`src/rtl/int_to_float_seq_if.sv`:
```
// Handshake bundle for int_to_float_seq.
// Valid/ready: a transfer happens on a rising clock edge where both valid and
// ready are high. The producer holds valid and data stable until that edge;
// ready never depends on valid in the same cycle.
interface int_to_float_seq_if #(
  parameter int INT_WIDTH = 16
);
  logic                 in_valid;
  logic                 in_ready;
  logic [INT_WIDTH-1:0] intin;
  logic                 out_valid;
  logic                 out_ready;
  logic [31:0]          floatout;

  // Integer source / float consumer side.
  modport master (
    output in_valid, intin, out_ready,
    input  in_ready, out_valid, floatout
  );

  // Converter side.
  modport slave (
    input  in_valid, intin, out_ready,
    output in_ready, out_valid, floatout
  );
endinterface

```
`src/rtl/int_to_float_seq.sv`:
```
// Sequential integer to IEEE-754 single-precision converter.
// One conversion at a time: accept, normalise one bit per cycle, pack, hold.
// Optional feature macro: INTTOFLOAT_RNE_EN enables round-to-nearest-even for
// INT_WIDTH > 24; without it the extra low bits are truncated.
module int_to_float_seq #(
  parameter int INT_WIDTH = 16,
  parameter bit SIGNED_IN = 1'b1
) (
  input  logic                 clk,
  input  logic                 reset,
  int_to_float_seq_if.slave    bus,
  output logic [1:0]           state_o
);

  typedef enum logic [1:0] {
    IDLE = 2'd0,
    NORM = 2'd1,
    PACK = 2'd2,
    HOLD = 2'd3
  } state_t;

  // Biased exponent of a value whose leading one sits in bit INT_WIDTH-1.
  localparam logic [7:0] EXP_INIT = 8'(127 + INT_WIDTH - 1);

  state_t               state_q, state_d;
  logic                 sign_q, sign_d;
  logic                 zero_q, zero_d;
  logic [INT_WIDTH-1:0] mag_q, mag_d;
  logic [7:0]           exp_q, exp_d;
  logic [31:0]          floatout_q, floatout_d;

  logic [22:0]          frac_pack;
  logic [7:0]           exp_pack;

  // Fraction extraction: bits below the leading one, left-aligned to 23 bits.
  generate
    if (INT_WIDTH <= 24) begin : g_narrow
      assign frac_pack = 23'(mag_q[INT_WIDTH-2:0]) << (24 - INT_WIDTH);
      assign exp_pack  = exp_q;
    end else begin : g_wide
      logic [22:0] frac_t;
      assign frac_t = mag_q[INT_WIDTH-2 -: 23];
`ifdef INTTOFLOAT_RNE_EN
      logic        guard_b, sticky_b, lsb_b, round_up;
      logic [23:0] frac_sum;
      assign guard_b = mag_q[INT_WIDTH-25];
      assign lsb_b   = mag_q[INT_WIDTH-24];
      if (INT_WIDTH == 25) begin : g_no_sticky
        assign sticky_b = 1'b0;
      end else begin : g_sticky
        assign sticky_b = |mag_q[INT_WIDTH-26:0];
      end
      assign round_up  = guard_b & (sticky_b | lsb_b);
      // A carry out of the fraction leaves it all-zero and bumps the exponent.
      assign frac_sum  = {1'b0, frac_t} + {23'd0, round_up};
      assign frac_pack = frac_sum[22:0];
      assign exp_pack  = exp_q + {7'd0, frac_sum[23]};
`else
      logic unused_low_bits;
      assign unused_low_bits = ^mag_q[INT_WIDTH-25:0];
      assign frac_pack = frac_t;
      assign exp_pack  = exp_q;
`endif
    end
  endgenerate

  // State and datapath registers.
  always_ff @(posedge clk) begin
    if (reset) begin
      state_q    <= IDLE;
      sign_q     <= 1'b0;
      zero_q     <= 1'b0;
      mag_q      <= '0;
      exp_q      <= 8'd0;
      floatout_q <= 32'h0;
    end else begin
      state_q    <= state_d;
      sign_q     <= sign_d;
      zero_q     <= zero_d;
      mag_q      <= mag_d;
      exp_q      <= exp_d;
      floatout_q <= floatout_d;
    end
  end

  // Next-state and datapath update for accept / normalise / pack / hold.
  always_comb begin
    state_d    = state_q;
    sign_d     = sign_q;
    zero_d     = zero_q;
    mag_d      = mag_q;
    exp_d      = exp_q;
    floatout_d = floatout_q;
    case (state_q)
      IDLE: begin
        if (bus.in_valid) begin
          sign_d  = SIGNED_IN & bus.intin[INT_WIDTH-1];
          // Two's-complement negate; the most negative value wraps to 2^(W-1).
          mag_d   = sign_d ? (~bus.intin + 1'b1) : bus.intin;
          exp_d   = EXP_INIT;
          zero_d  = 1'b0;
          state_d = NORM;
        end
      end
      NORM: begin
        if (mag_q == '0) begin
          zero_d  = 1'b1;
          state_d = PACK;
        end else if (mag_q[INT_WIDTH-1]) begin
          state_d = PACK;
        end else begin
          mag_d = mag_q << 1;
          exp_d = exp_q - 8'd1;
        end
      end
      PACK: begin
        floatout_d = zero_q ? 32'h0 : {sign_q, exp_pack, frac_pack};
        state_d    = HOLD;
      end
      HOLD: begin
        if (bus.out_ready) state_d = IDLE;
      end
      default: state_d = IDLE;
    endcase
  end

  assign bus.in_ready  = (state_q == IDLE);
  assign bus.out_valid = (state_q == HOLD);
  assign bus.floatout  = floatout_q;
  assign state_o       = state_q;

endmodule

```
`src/flat_wrapper.sv`:
```
// flat-port wrapper written by rule: the top's interface ports become plain ports
module int_to_float_seq_flat 
#(
  parameter int INT_WIDTH = 16,
  parameter bit SIGNED_IN = 1'b1
)
  (clk, reset, state_o, bus_in_valid, bus_intin, bus_out_ready, bus_in_ready, bus_out_valid, bus_floatout);
  int_to_float_seq_if #(.INT_WIDTH(INT_WIDTH)) bus_i ();
  input  logic clk;
  input  logic reset;
  output logic [1:0] state_o;
  input wire logic [$bits(bus_i.in_valid)-1:0] bus_in_valid;
  input wire logic [$bits(bus_i.intin)-1:0] bus_intin;
  input wire logic [$bits(bus_i.out_ready)-1:0] bus_out_ready;
  output wire logic [$bits(bus_i.in_ready)-1:0] bus_in_ready;
  output wire logic [$bits(bus_i.out_valid)-1:0] bus_out_valid;
  output wire logic [$bits(bus_i.floatout)-1:0] bus_floatout;
  assign bus_i.in_valid = bus_in_valid;
  assign bus_i.intin = bus_intin;
  assign bus_i.out_ready = bus_out_ready;
  assign bus_in_ready = bus_i.in_ready;
  assign bus_out_valid = bus_i.out_valid;
  assign bus_floatout = bus_i.floatout;
  int_to_float_seq #(.INT_WIDTH(INT_WIDTH), .SIGNED_IN(SIGNED_IN)) u_core (.clk(clk), .reset(reset), .bus(bus_i), .state_o(state_o));
endmodule
```
`config.mk`:
```
export PLATFORM = sky130hd
export DESIGN_NAME = int_to_float_seq_flat
export DESIGN_NICKNAME = d
export VERILOG_FILES = /design/src/rtl/int_to_float_seq_if.sv /design/src/rtl/int_to_float_seq.sv /design/src/flat_wrapper.sv
export SDC_FILE = /design/constraint.sdc
export NUM_CORES = 1
export LEC_CHECK = 0
export BUFFER_PORTS_ARGS = -buffer_cell sky130_fd_sc_hd__buf_2
export CAP_MARGIN = 20
export CORE_AREA = 3 3 97 109
export CTS_BUF_LIST = sky130_fd_sc_hd__clkbuf_4 sky130_fd_sc_hd__clkbuf_8
export DETAILED_ROUTE_END_ITERATION = 12
export DIE_AREA = 0 0 100 112
export GPL_ROUTABILITY_DRIVEN = 0
export PLACE_DENSITY = 0.59
export SLEW_MARGIN = 0
export SYNTH_ARGS = -nofsm -noshare
export SYNTH_HDL_FRONTEND = slang
export SYNTH_SLANG_ARGS = --single-unit
```
`constraint.sdc`:
```
create_clock -name clk -period 2.6 [get_ports clk]
set_input_delay 0.26 -clock clk [delete_from_list [all_inputs] [get_ports clk]]
set_output_delay 0.26 -clock clk [all_outputs]
set_load 0.01 [all_outputs]
```
# --- After elaboration in Yosys (flattened, before gate mapping) ---
# Index checks and enable logic that the tools add are counted.
op_classes:
  eq_ne: 9
  n_reduce_logical: 8
  n_bitwise: 1
  muxes: 18
  add_sub_neg: 2
op_table:
  columns: ["op", "count"]
  rows:
  - ["$mux W16", 4]
  - ["$mux W32", 1]
  - ["$pmux W16 S2", 1]
  - ["$mux W8", 3]
  - ["$add A16 B1 Y16 const B", 1]
  - ["$logic_not A16 Y1", 1]
  - ["$not A16 Y16", 1]
  - ["$pmux W8 S2", 1]
  - ["$reduce_and A3 Y1", 3]
  - ["$mux W2", 4]
  - ["$ne A2 B2 Y1 const B", 4]
  - ["$pmux W2 S4", 1]
  - ["$sub A8 B1 Y8 const B", 1]
  - ["$eq A2 B2 Y1 const B", 2]
  - ["$reduce_and A4 Y1", 1]
  - ["$ne A3 B1 Y1 const B", 1]
  - ["$eq A2 B1 Y1 const B", 1]
  - ["$logic_not A2 Y1", 1]
  - ["$mux W1", 2]
  - ["$ne A2 B1 Y1 const B", 1]
  - ["$pmux W1 S2", 1]
  - ["$reduce_and A2 Y1", 1]
  - ["$reduce_bool A2 Y1", 1]
word_totals:
  ff_bits: 60
  wordCells: 45
  in_bits: 20

# --- Longest topological paths before layout ---
# Gate-level depths: netlist of the first run.
depth:
  ltp_word: 5
  ltp_mapped: 9

# --- Least setup slack after synthesis of the first run ---
# Ideal clock, no wire load.
synth_path:
  path_type: "reg2reg"
  start: "reg u_core.state_q[0] (netlist: u_core.state_o[0])"
  end: "reg u_core.exp_q[3] (netlist: u_core.exp_pack[3])"
  required_time_ps: 2526
  path_slack_ps: 626
  path_stages_with_launch: 8
  path_buffers: 0
  synth_period_minus_slack_ps: 1974
  t_arrival_ps: 1899
  cell_sequence: "dfxtp_1 > inv_1 > ha_1 > mux2_4 > nand2_2 > a21o_1 > or4_1 > a31oi_1"
synth_via:
  elab_chain_cells: 3
  word_cells_on_any_way: 8
synth_lines:
  columns: ["element", "line", "source"]
  rows:
  - ["start: declaration", "int_to_float_seq.sv:25", "state_t state_q, state_d;"]
  - ["start signal: assignment", "int_to_float_seq.sv:77", "state_q <= state_d;"]
  - ["$logic_not A2 Y1 (*)", null, null]
  - ["net bus_in_ready", "flat_wrapper.sv:15", "output wire logic [$bits(bus_i.in_ready)-1:0] bus_in_ready;"]
  - ["$ne A2 B2 Y1 (no source line) / $reduce_bool A2 Y1 (equally long branches)", null, null]
  - ["$reduce_and A4 Y1 (no source line)", null, null]
  - ["end signal: assignment", "int_to_float_seq.sv:81", "exp_q <= exp_d;"]
  - ["end: declaration", "int_to_float_seq.sv:29", "logic [7:0] exp_q, exp_d;"]
# Mark *: on every way through the listed nets, which the timed path passes. The rest lies on a longest branch.
# A chain may end at the register's enable or synchronous reset.

# --- Worst setup path after layout of the first run ---
layout_path:
  start: "reg u_core.state_q[1] (netlist: u_core.state_o[1])"
  end: "reg u_core.exp_q[3] (netlist: u_core.exp_pack[3])"
layout_via:
  elab_chain_cells: 3
  word_cells_on_any_way: 8
layout_lines:
  columns: ["element", "line", "source"]
  rows:
  - ["$eq A2 B1 Y1 / $logic_not A2 Y1 (equally long branches)", "int_to_float_seq.sv:94", "case (state_q)"]
  - ["$ne A2 B2 Y1 (no source line) / $reduce_bool A2 Y1 (equally long branches)", null, null]
  - ["$reduce_and A4 Y1 (no source line)", null, null]
# Parallel ways exist; a longest one is shown, timed or not.

==> flow_summary.yaml, run 1 <==
status:
  status: "completed"
setup_path:
  cp-end-kind: "register"
  arrival_ns: 2.43
  crit_fanout: 11
  cp.required_ns: 2.83
  cp-start-kind: "register"
  critPathKind: "reg -> reg"
power:
  p_leak_nw: 1.32
  p_sw_frac: 0.422
  ir_drop_v: 0.000333
  power_frac_comb: 0.459
  seq_power_share: 0.372
  p_int_mw: 1.95
  clock_power_share: 0.169
  p_switching_mw: 1.42
  power_density_nw_per_um2: 1030
floorplan:
  initial_utilization: 0.294
  pin_count: 56
  coreArea_um2: 9650
  die_height_um: 112
  rows: 38
  die_w_um: 100
  dieArea_um2: 11200
finish:
  layout_commonest_cell: "dfxtp_1"
  post-route-util: 0.340
  antenna_cells: 0
  fin_cells: 508
  seq_area_um2: 1040
  nFillCells: 1042
  mostFrequentLayoutCells: "52 x dfxtp_1, 47 x buf_2, 41 x nor2_1"
  multi_input_area_um2: 1640
  fin_nets: 414
  syn_to_final_growth_pct: 15.6
  drive_gt1_frac: 0.201
job:
  cap_violations: 0
synth:
  synth_edf_count: 0
  synthMuxAreaShare: 0.0242
  synthAdderAreaFrac: 0.0309
  avgSynthCellArea_um2: 8.25
  synth_compound_area_frac: 0.204
  yosys_warnings: 0
  synth_cell_types: 49
  netlist_area_um2: 2840
  synth_area_leaders: "dfxtp_1 37%, a21oi_1 6.9%, nor2_1 5.4%"
  synth_top_area_frac: 0.367
  synth_top_flop_cell: "dfxtp_1"
  synth-seq-cells: 52
  yosysTopAreaCell: "dfxtp_1"
  syn-instance-count: 344
  synth-seq-area-share: 0.367
  synth_top_family_by_area: "simple AND/OR/NAND/NOR gates"
  synth-simple-area-share: 0.267
  synth_xor_area_frac: 0.0401
  async_reset_ff_frac: 0
sta:
  worstMarginPinSlew_ns: 0.695
  final-setup-viol-count: 0
  setup_tns_ns: 0
  fmax_mhz: 455
  hold_viol: 0
  fin_worst_skew_ns: 0.00863
  period_needed_ns: 2.20
  final_max_slew_viol_count: 0
  rsz0062_at_grt: "no"
  min_period_over_period: 0.846
  hold_ws_ns: 0.277
  slew_headroom: 0.532
clock_network:
  cts_tree: "yes"
  clock_latency_ns: 0.30
  cts-resized-gates: 0
  cts_buffers: 5
  clk_pin_slew_ns: 0.09
  clockBufferDepth: 2
  root_buffer: "clkbuf_8"
  clock_sinks: 52
  postCtsSetupBuffers: 0
  hold_buffers: 0
  htree_levels: 2
detailed_routing:
  antenna_left: 0
  drt_wl_total_um: 7070
  vias: 2583
  routedWlPerCell_um: 13.9
  first_pass_iters: 4
  drt_iter0_drc: 155
  vias_per_cell: 5.08
  drc: 0
placement:
  dpl.hpwl_um: 5330
  placed_cells: 499
  port_buffers: 47
grt:
  antenna_found_initial: 0
  grt_util_all_layers: 0.127
  grt_remaining_overflow: 0
  grt_pass1_wl_um: 11700
  use_met3: 0.0244
  use_met1: 0.172
  grt_pass1_vias: 2301
  grt_use_met2: 0.206
  grt_max_degree: 36
  busiest_layer: "met2"
worst_hold_path:
  hp-class: "in -> reg"
==> routing by layer <==
metal,vias up,part of all wire
li1,1301,-
met1,1210,0.46
met2,67,0.47
met3,5,0.058
met4,0,0.011
met5,-,0
==> worst max-delay path, stage by stage, from the launching register on <==
cell and delay [ns]:
dfxtp_1 0.36, inv_1 0.12, ha_1 0.45, mux2_4 0.27, nand2_2 0.09, a21o_1 0.20
or4_1 0.48, a31oi_1 0.16
==> registers in the layout, indices dropped and copies added (netlist names) <==
register / cells
u_core.mag_q: 16
u_core.zero_q: 1
u_core.state_o: 2
u_core.exp_pack: 8
u_core.sign_q: 1
u_core.bus.floatout: 24
==> final timing paths <==
check | from | endpoint | slack, ns | depth (start not counted)
max | u_core.state_o[1] | u_core.exp_pack[3] | 0.40 | 7
max reg2reg | u_core.state_o[1] | u_core.exp_pack[3] | 0.40 | 7
min | bus_intin[0] | u_core.mag_q[0] | 0.28 | 3
min reg2reg | u_core.sign_q | u_core.sign_q | 0.46 | 2
==> metrics by stage <==
stage | power (mW) | setup WS [ns] | area [um2]
floorplan | 2.38 | 0.626 | 2870
detailed placement | 2.81 | 0.454 | 3160
global placement | 2.77 | 0.547 | 3160
global route | 3.62 | 0.281 | 3280
CTS | 3.39 | 0.424 | 3270
finish | 3.37 | 0.400 | 3280
==> power groups by stage <==
stage	combinational (mW)	sequential, mW	clock [mW]
2_1_floorplan	1.17	1.21	0
3_3_place_gp	1.51	1.26	0
3_5_place_dp	1.54	1.27	0
4_1_cts	1.54	1.25	0.591
5_1_grt	1.71	1.29	0.618
6_report	1.54	1.25	0.570
==> kinds of logic after synthesis <==
family	after synthesis
buf+inv	37
xor+xnor	13
fa+ha+maj	7
compound gates	85
other cells	1
simple gates	143
mux	6
flops	52
==> area by class of cell <==
class / count / area share
Sequential cell: 52 / 0.317
Clock inverter: 2 / 0.0118
Timing Repair Buffer: 56 / 0.0923
Inverter: 10 / 0.0114
Clock buffer: 6 / 0.0233
Multi-Input combinational cell: 262 / 0.498
Tap cell: 120 / 0.0457
==> cell usage after synthesis, types with 3 or more instances <==
library cell / instances
a2111oi_2: 3
a211oi_1: 7
a21oi_1: 39
a221oi_1: 3
a22oi_1: 4
a311oi_1: 4
a31oi_1: 4
buf_2: 5
buf_4: 9
clkbuf_1: 10
dfxtp_1: 52
ha_1: 7
inv_1: 10
nand2_1: 22
nand2b_1: 16
nand3_1: 6
nand3b_1: 10
nor2_1: 41
nor2b_1: 19
nor3_1: 7
nor4_1: 8
o21ai_0: 10
or3_1: 4
or4_1: 3
xnor2_1: 9
xor2_1: 4
Power figures use the tool's default switching activity.
==> inputs of run 2 (changes only) <==
- ABC_AREA: not set -> 1
- CORE_AREA: 3 3 97 109 -> 3 3 99 111
- DIE_AREA: 0 0 100 112 -> 0 0 102 114
- PLACE_DENSITY: 0.59 -> 0.6
- clock period: 2.6 -> 1.9 ns (I/O delays scaled with it)
==> flow_summary.yaml, run 2 <==
setup_path:
  cp-start-kind: "register"
  cp.required_ns: 2.13
  critPathKind: "reg -> reg"
  arrival_ns: 1.95
  crit_fanout: 12
  cp-end-kind: "register"
clock_network:
  cts_tree: "yes"
  clock_latency_ns: 0.31
  cts_buffers: 5
  clockBufferDepth: 2
  clock_sinks: 52
  htree_levels: 2
  root_buffer: "clkbuf_8"
  hold_buffers: 0
  clk_pin_slew_ns: 0.10
sta:
  setup_ws_ns: 0.182
  final_max_slew_viol_count: 0
  fmax_mhz: 582
  final-setup-viol-count: 0
  hold_viol: 0
  period_needed_ns: 1.72
  fin_worst_skew_ns: 0.00896
  hold_ws_ns: 0.157
  worstMarginPinSlew_ns: 0.610
  min_period_over_period: 0.904
  slew_headroom: 0.592
  setup_tns_ns: 0
  rsz0062_at_grt: "no"
floorplan:
  pin_count: 56
  coreArea_um2: 9890
  die_w_um: 102
  initial_utilization: 0.299
  rows: 38
  die_height_um: 114
  dieArea_um2: 11600
detailed_routing:
  vias: 2937
  drt_wl_total_um: 7430
  routedWlPerCell_um: 11.8
  vias_per_cell: 4.65
  drc: 0
  first_pass_iters: 4
  antenna_left: 0
  drt_iter0_drc: 193
placement:
  port_buffers: 47
  dp_slack_ns: 0.191
  dpl.hpwl_um: 5770
  placed_cells: 624
synth:
  synth_common_cells: "135 x nand2_1, 64 x nor2_1, 52 x dfxtp_1"
  synth_top_flop_cell: "dfxtp_1"
  synth_area_leaders: "dfxtp_1 35%, nand2_1 17%, a21oi_1 8.4%"
  yosys_warnings: 0
  synth_edf_count: 0
  synth_cell_types: 28
  synth_top_area_frac: 0.351
  yosysTopAreaCell: "dfxtp_1"
  syn-instance-count: 466
  synth-seq-area-share: 0.351
  avgSynthCellArea_um2: 6.36
  synth-seq-cells: 52
  netlist_area_um2: 2960
  synth.most_common_cell: "nand2_1"
  async_reset_ff_frac: 0
grt:
  antenna_found_initial: 0
  grt_remaining_overflow: 0
  grt_max_degree: 39
  grt_pass1_wl_um: 12600
  grt_util_all_layers: 0.130
  grt_pass1_vias: 2732
finish:
  drive_gt1_frac: 0.180
  layout_commonest_cell: "nand2_1"
  fin_nets: 538
  syn_to_final_growth_pct: 14.7
  largest_reg_flops: 24
  mostFrequentLayoutCells: "135 x nand2_1, 63 x nor2_1, 51 x dfxtp_1"
  antenna_cells: 0
  fin_cells: 632
worst_hold_path:
  hp-class: "in -> reg"
power:
  power_density_nw_per_um2: 1340
  ir_drop_v: 0.000721
  p_leak_nw: 1.58
status:
  status: "completed"
job:
  cap_violations: 0
-- run 2: cells by family after synthesis --
group                      Yosys count  synth area share
xor gates and xnor gates             2           0.00592
other                                1           0.00127
DFF                                 52             0.352
adders and majority gates            7            0.0296
AOI/OAI and AO/OA                   68             0.119
buffers and inverters               75             0.114
and+or+nand+nor                    261             0.379
-- run 2: stage by stage --
| step | area (um2) | power (mW) | util |
|---|---|---|---|
| after floorplan | 2990 | 3.32 | - |
| after global placement | 3290 | 3.88 | 0.333 |
| after detailed placement | 3290 | 3.91 | 0.333 |
| after CTS | 3390 | 4.59 | 0.343 |
| after global routing | 3400 | 5.00 | 0.343 |
| final | 3400 | 4.56 | 0.343 |
-- run 2: final cells by class --
cell class                 instances  area [um2]
tap                              120         150
inverter                          49         184
multi-input combinational        346        1610
fill                            1097        6490
clock buffer                       6        82.6
clock inverter                     2        15.0
timing repair buffer              57         310
sequential                        52        1040
-- run 2: critical path, cell delays in order, from the launching register on --
cell	delay [ns]
dfxtp_1	0.34
inv_1	0.12
ha_1	0.30
nand2_1	0.14
o21ai_2	0.11
nand3_4	0.17
buf_4	0.21
nand2_1	0.06
nand2_1	0.05
a21oi_1	0.13
-- run 2: repair_timing --
item                                    4_1_cts  5_1_grt
setup buffers                                 0        0
gates resized for setup                       0        2
endpoints found under the setup margin        0        4
-- run 2: layer usage --
metal  up-vias  global-route usage  share of wire  routed length, um
li1       1537                   -              -                  -
met1      1297               0.178           0.46               3450
met2        93               0.213           0.46               3380
met3        10              0.0232          0.066                492
met4         0              0.0297          0.014                104
met5         -                   0              0                  0
-- run 2: path summary, 6_finish.rpt --
check                                from                       to  cells after the start  slack (ns)
setup / recovery        u_core.state_o[0]          u_core.mag_q[4]                      9        0.18
hold / removal               bus_in_valid            u_core.sign_q                      3        0.16
setup reg to reg        u_core.state_o[0]          u_core.mag_q[4]                      9        0.18
hold reg to reg   u_core.bus.floatout[27]  u_core.bus.floatout[27]                      2        0.46
-- run 2: power breakdown --
part	internal, mW	switching (mW)	total, mW	leakage, nW
Clock	0.295	0.373	0.669	0.0434
Combinational	0.820	1.43	2.25	1.12
Sequential	1.39	0.256	1.65	0.425
==> inputs of run 3 (changes only) <==
- CORE_AREA: 3 3 99 111 -> 3 3 76 86
- DIE_AREA: 0 0 102 114 -> 0 0 79 89
- PLACE_DENSITY: 0.6 -> 0.88
==> flow_summary.yaml, run 3 (same netlist as run 2, synthesis figures left out) <==
status:
  status: "completed"
clock_network:
  htree_levels: 2
  root_buffer: "clkbuf_8"
  cts-resized-gates: 0
  clock_latency_ns: 0.31
  cts_buffers: 5
  hold_buffers: 0
  cts_tree: "yes"
  postCtsSetupBuffers: 0
  clk_pin_slew_ns: 0.10
  clockBufferDepth: 2
  clock_sinks: 52
setup_path:
  critPathKind: "reg -> reg"
  worstPathCellList: "inv_1 -> ha_1 -> inv_2 -> or2_2 -> or2_2 -> a21oi_1"
  crit_top_cell: "or2_2"
  cp_slowest_cell: "or2_2"
  cp_slowest_stage_delay_ns: 0.39
  arrival_ns: 1.92
  crit_fanout: 13
  cp.required_ns: 2.13
  cp-start-kind: "register"
  cp-end-kind: "register"
grt:
  antenna_found_initial: 0
  grt_pass1_vias: 2693
  grt_remaining_overflow: 0
  grt_pass1_wl_um: 12100
  grt_max_degree: 39
  grt_util_all_layers: 0.214
detailed_routing:
  drt_wl_total_um: 7180
  first_pass_iters: 5
  drc: 0
  antenna_left: 0
  routedWlPerCell_um: 12.2
  vias_per_cell: 5.12
  vias: 3016
  drt_iter0_drc: 244
power:
  p_leak_nw: 1.59
  power_mw: 4.66
  power_density_nw_per_um2: 1390
  ir_drop_v: 0.000843
sta:
  final_max_slew_viol_count: 0
  final-setup-viol-count: 0
  hold_viol: 0
  fmax_mhz: 590
  setup_tns_ns: 0
  fin_worst_skew_ns: 0.00768
  rsz0062_at_grt: "no"
  period_needed_ns: 1.69
  min_period_over_period: 0.892
finish:
  antenna_cells: 0
  mostFrequentLayoutCells: "135 x nand2_1, 63 x nor2_1, 52 x dfxtp_1"
  fin_nets: 538
  syn_to_final_growth_pct: 13.3
  layout_commonest_cell: "nand2_1"
  drive_gt1_frac: 0.178
  largest_reg_flops: 24
floorplan:
  rows: 29
  dieArea_um2: 7030
  coreArea_um2: 5730
  die_w_um: 79
  pin_count: 56
  initial_utilization: 0.517
  die_height_um: 89
placement:
  dpl.hpwl_um: 5300
  port_buffers: 47
job:
  cap_violations: 0
worst_hold_path:
  hp-class: "in -> reg"
-- run 3: metal layers --
metal	wire, um	track usage	vias up
met1	3040	0.261	1352
met2	3520	0.372	109
met5	0	0	-
met4	210	0.0875	0
li1	-	-	1536
met3	405	0.0433	19
-- run 3: path summary, 6_finish.rpt --
check                                             start                       to  slack [ns]  cells past startpoint
worst max-delay path                  u_core.state_o[0]  u_core.bus.floatout[17]        0.21                      6
worst min-delay path                       bus_intin[0]          u_core.mag_q[0]        0.20                      3
worst max register to register        u_core.state_o[0]  u_core.bus.floatout[17]        0.21                      6
worst min register to register  u_core.bus.floatout[25]  u_core.bus.floatout[25]        0.46                      2
-- run 3: final cells by class --
| type | instances | area [um2] |
|---|---|---|
| Clock buffer | 5 | 68.8 |
| Fill cell | 553 | 2380 |
| Inverter | 49 | 184 |
| Timing Repair Buffer | 57 | 310 |
| Tap cell | 77 | 96.3 |
| Multi-Input combinational cell | 346 | 1610 |
| Sequential cell | 52 | 1040 |
| Clock inverter | 3 | 42.5 |
-- run 3: power by group --
group | total (mW) | switching [mW] | internal, mW
sequential | 1.65 | 0.260 | 1.39
combinational | 2.26 | 1.44 | 0.817
clock | 0.755 | 0.365 | 0.390
-- run 3: metrics by stage --
| stage | area, um2 | setup WS, ns | hold slack [ns] | utilization | cells |
|---|---|---|---|---|---|
| 4_1_cts | 3350 | 0.183 | 0.186 | 0.585 | 589 |
| 3_5_place_dp | 3240 | 0.223 | 0.452 | 0.565 | 581 |
| 6_report | 3350 | 0.206 | 0.197 | 0.585 | 589 |
| 3_3_place_gp | 3240 | 0.290 | 0.448 | 0.565 | 581 |
| 2_1_floorplan | 2990 | 0.197 | 0.347 | - | 473 |
| 5_1_grt | 3350 | 0.0652 | 0.179 | 0.585 | 589 |
-- run 3: critical path, delay by kind of cell (launching register included) --
family	cells	cell delay, ns
fa+ha+maj	1	0.19
simple gates	2	0.69
compound gates	1	0.15
buf+inv	2	0.24
flops	1	0.35
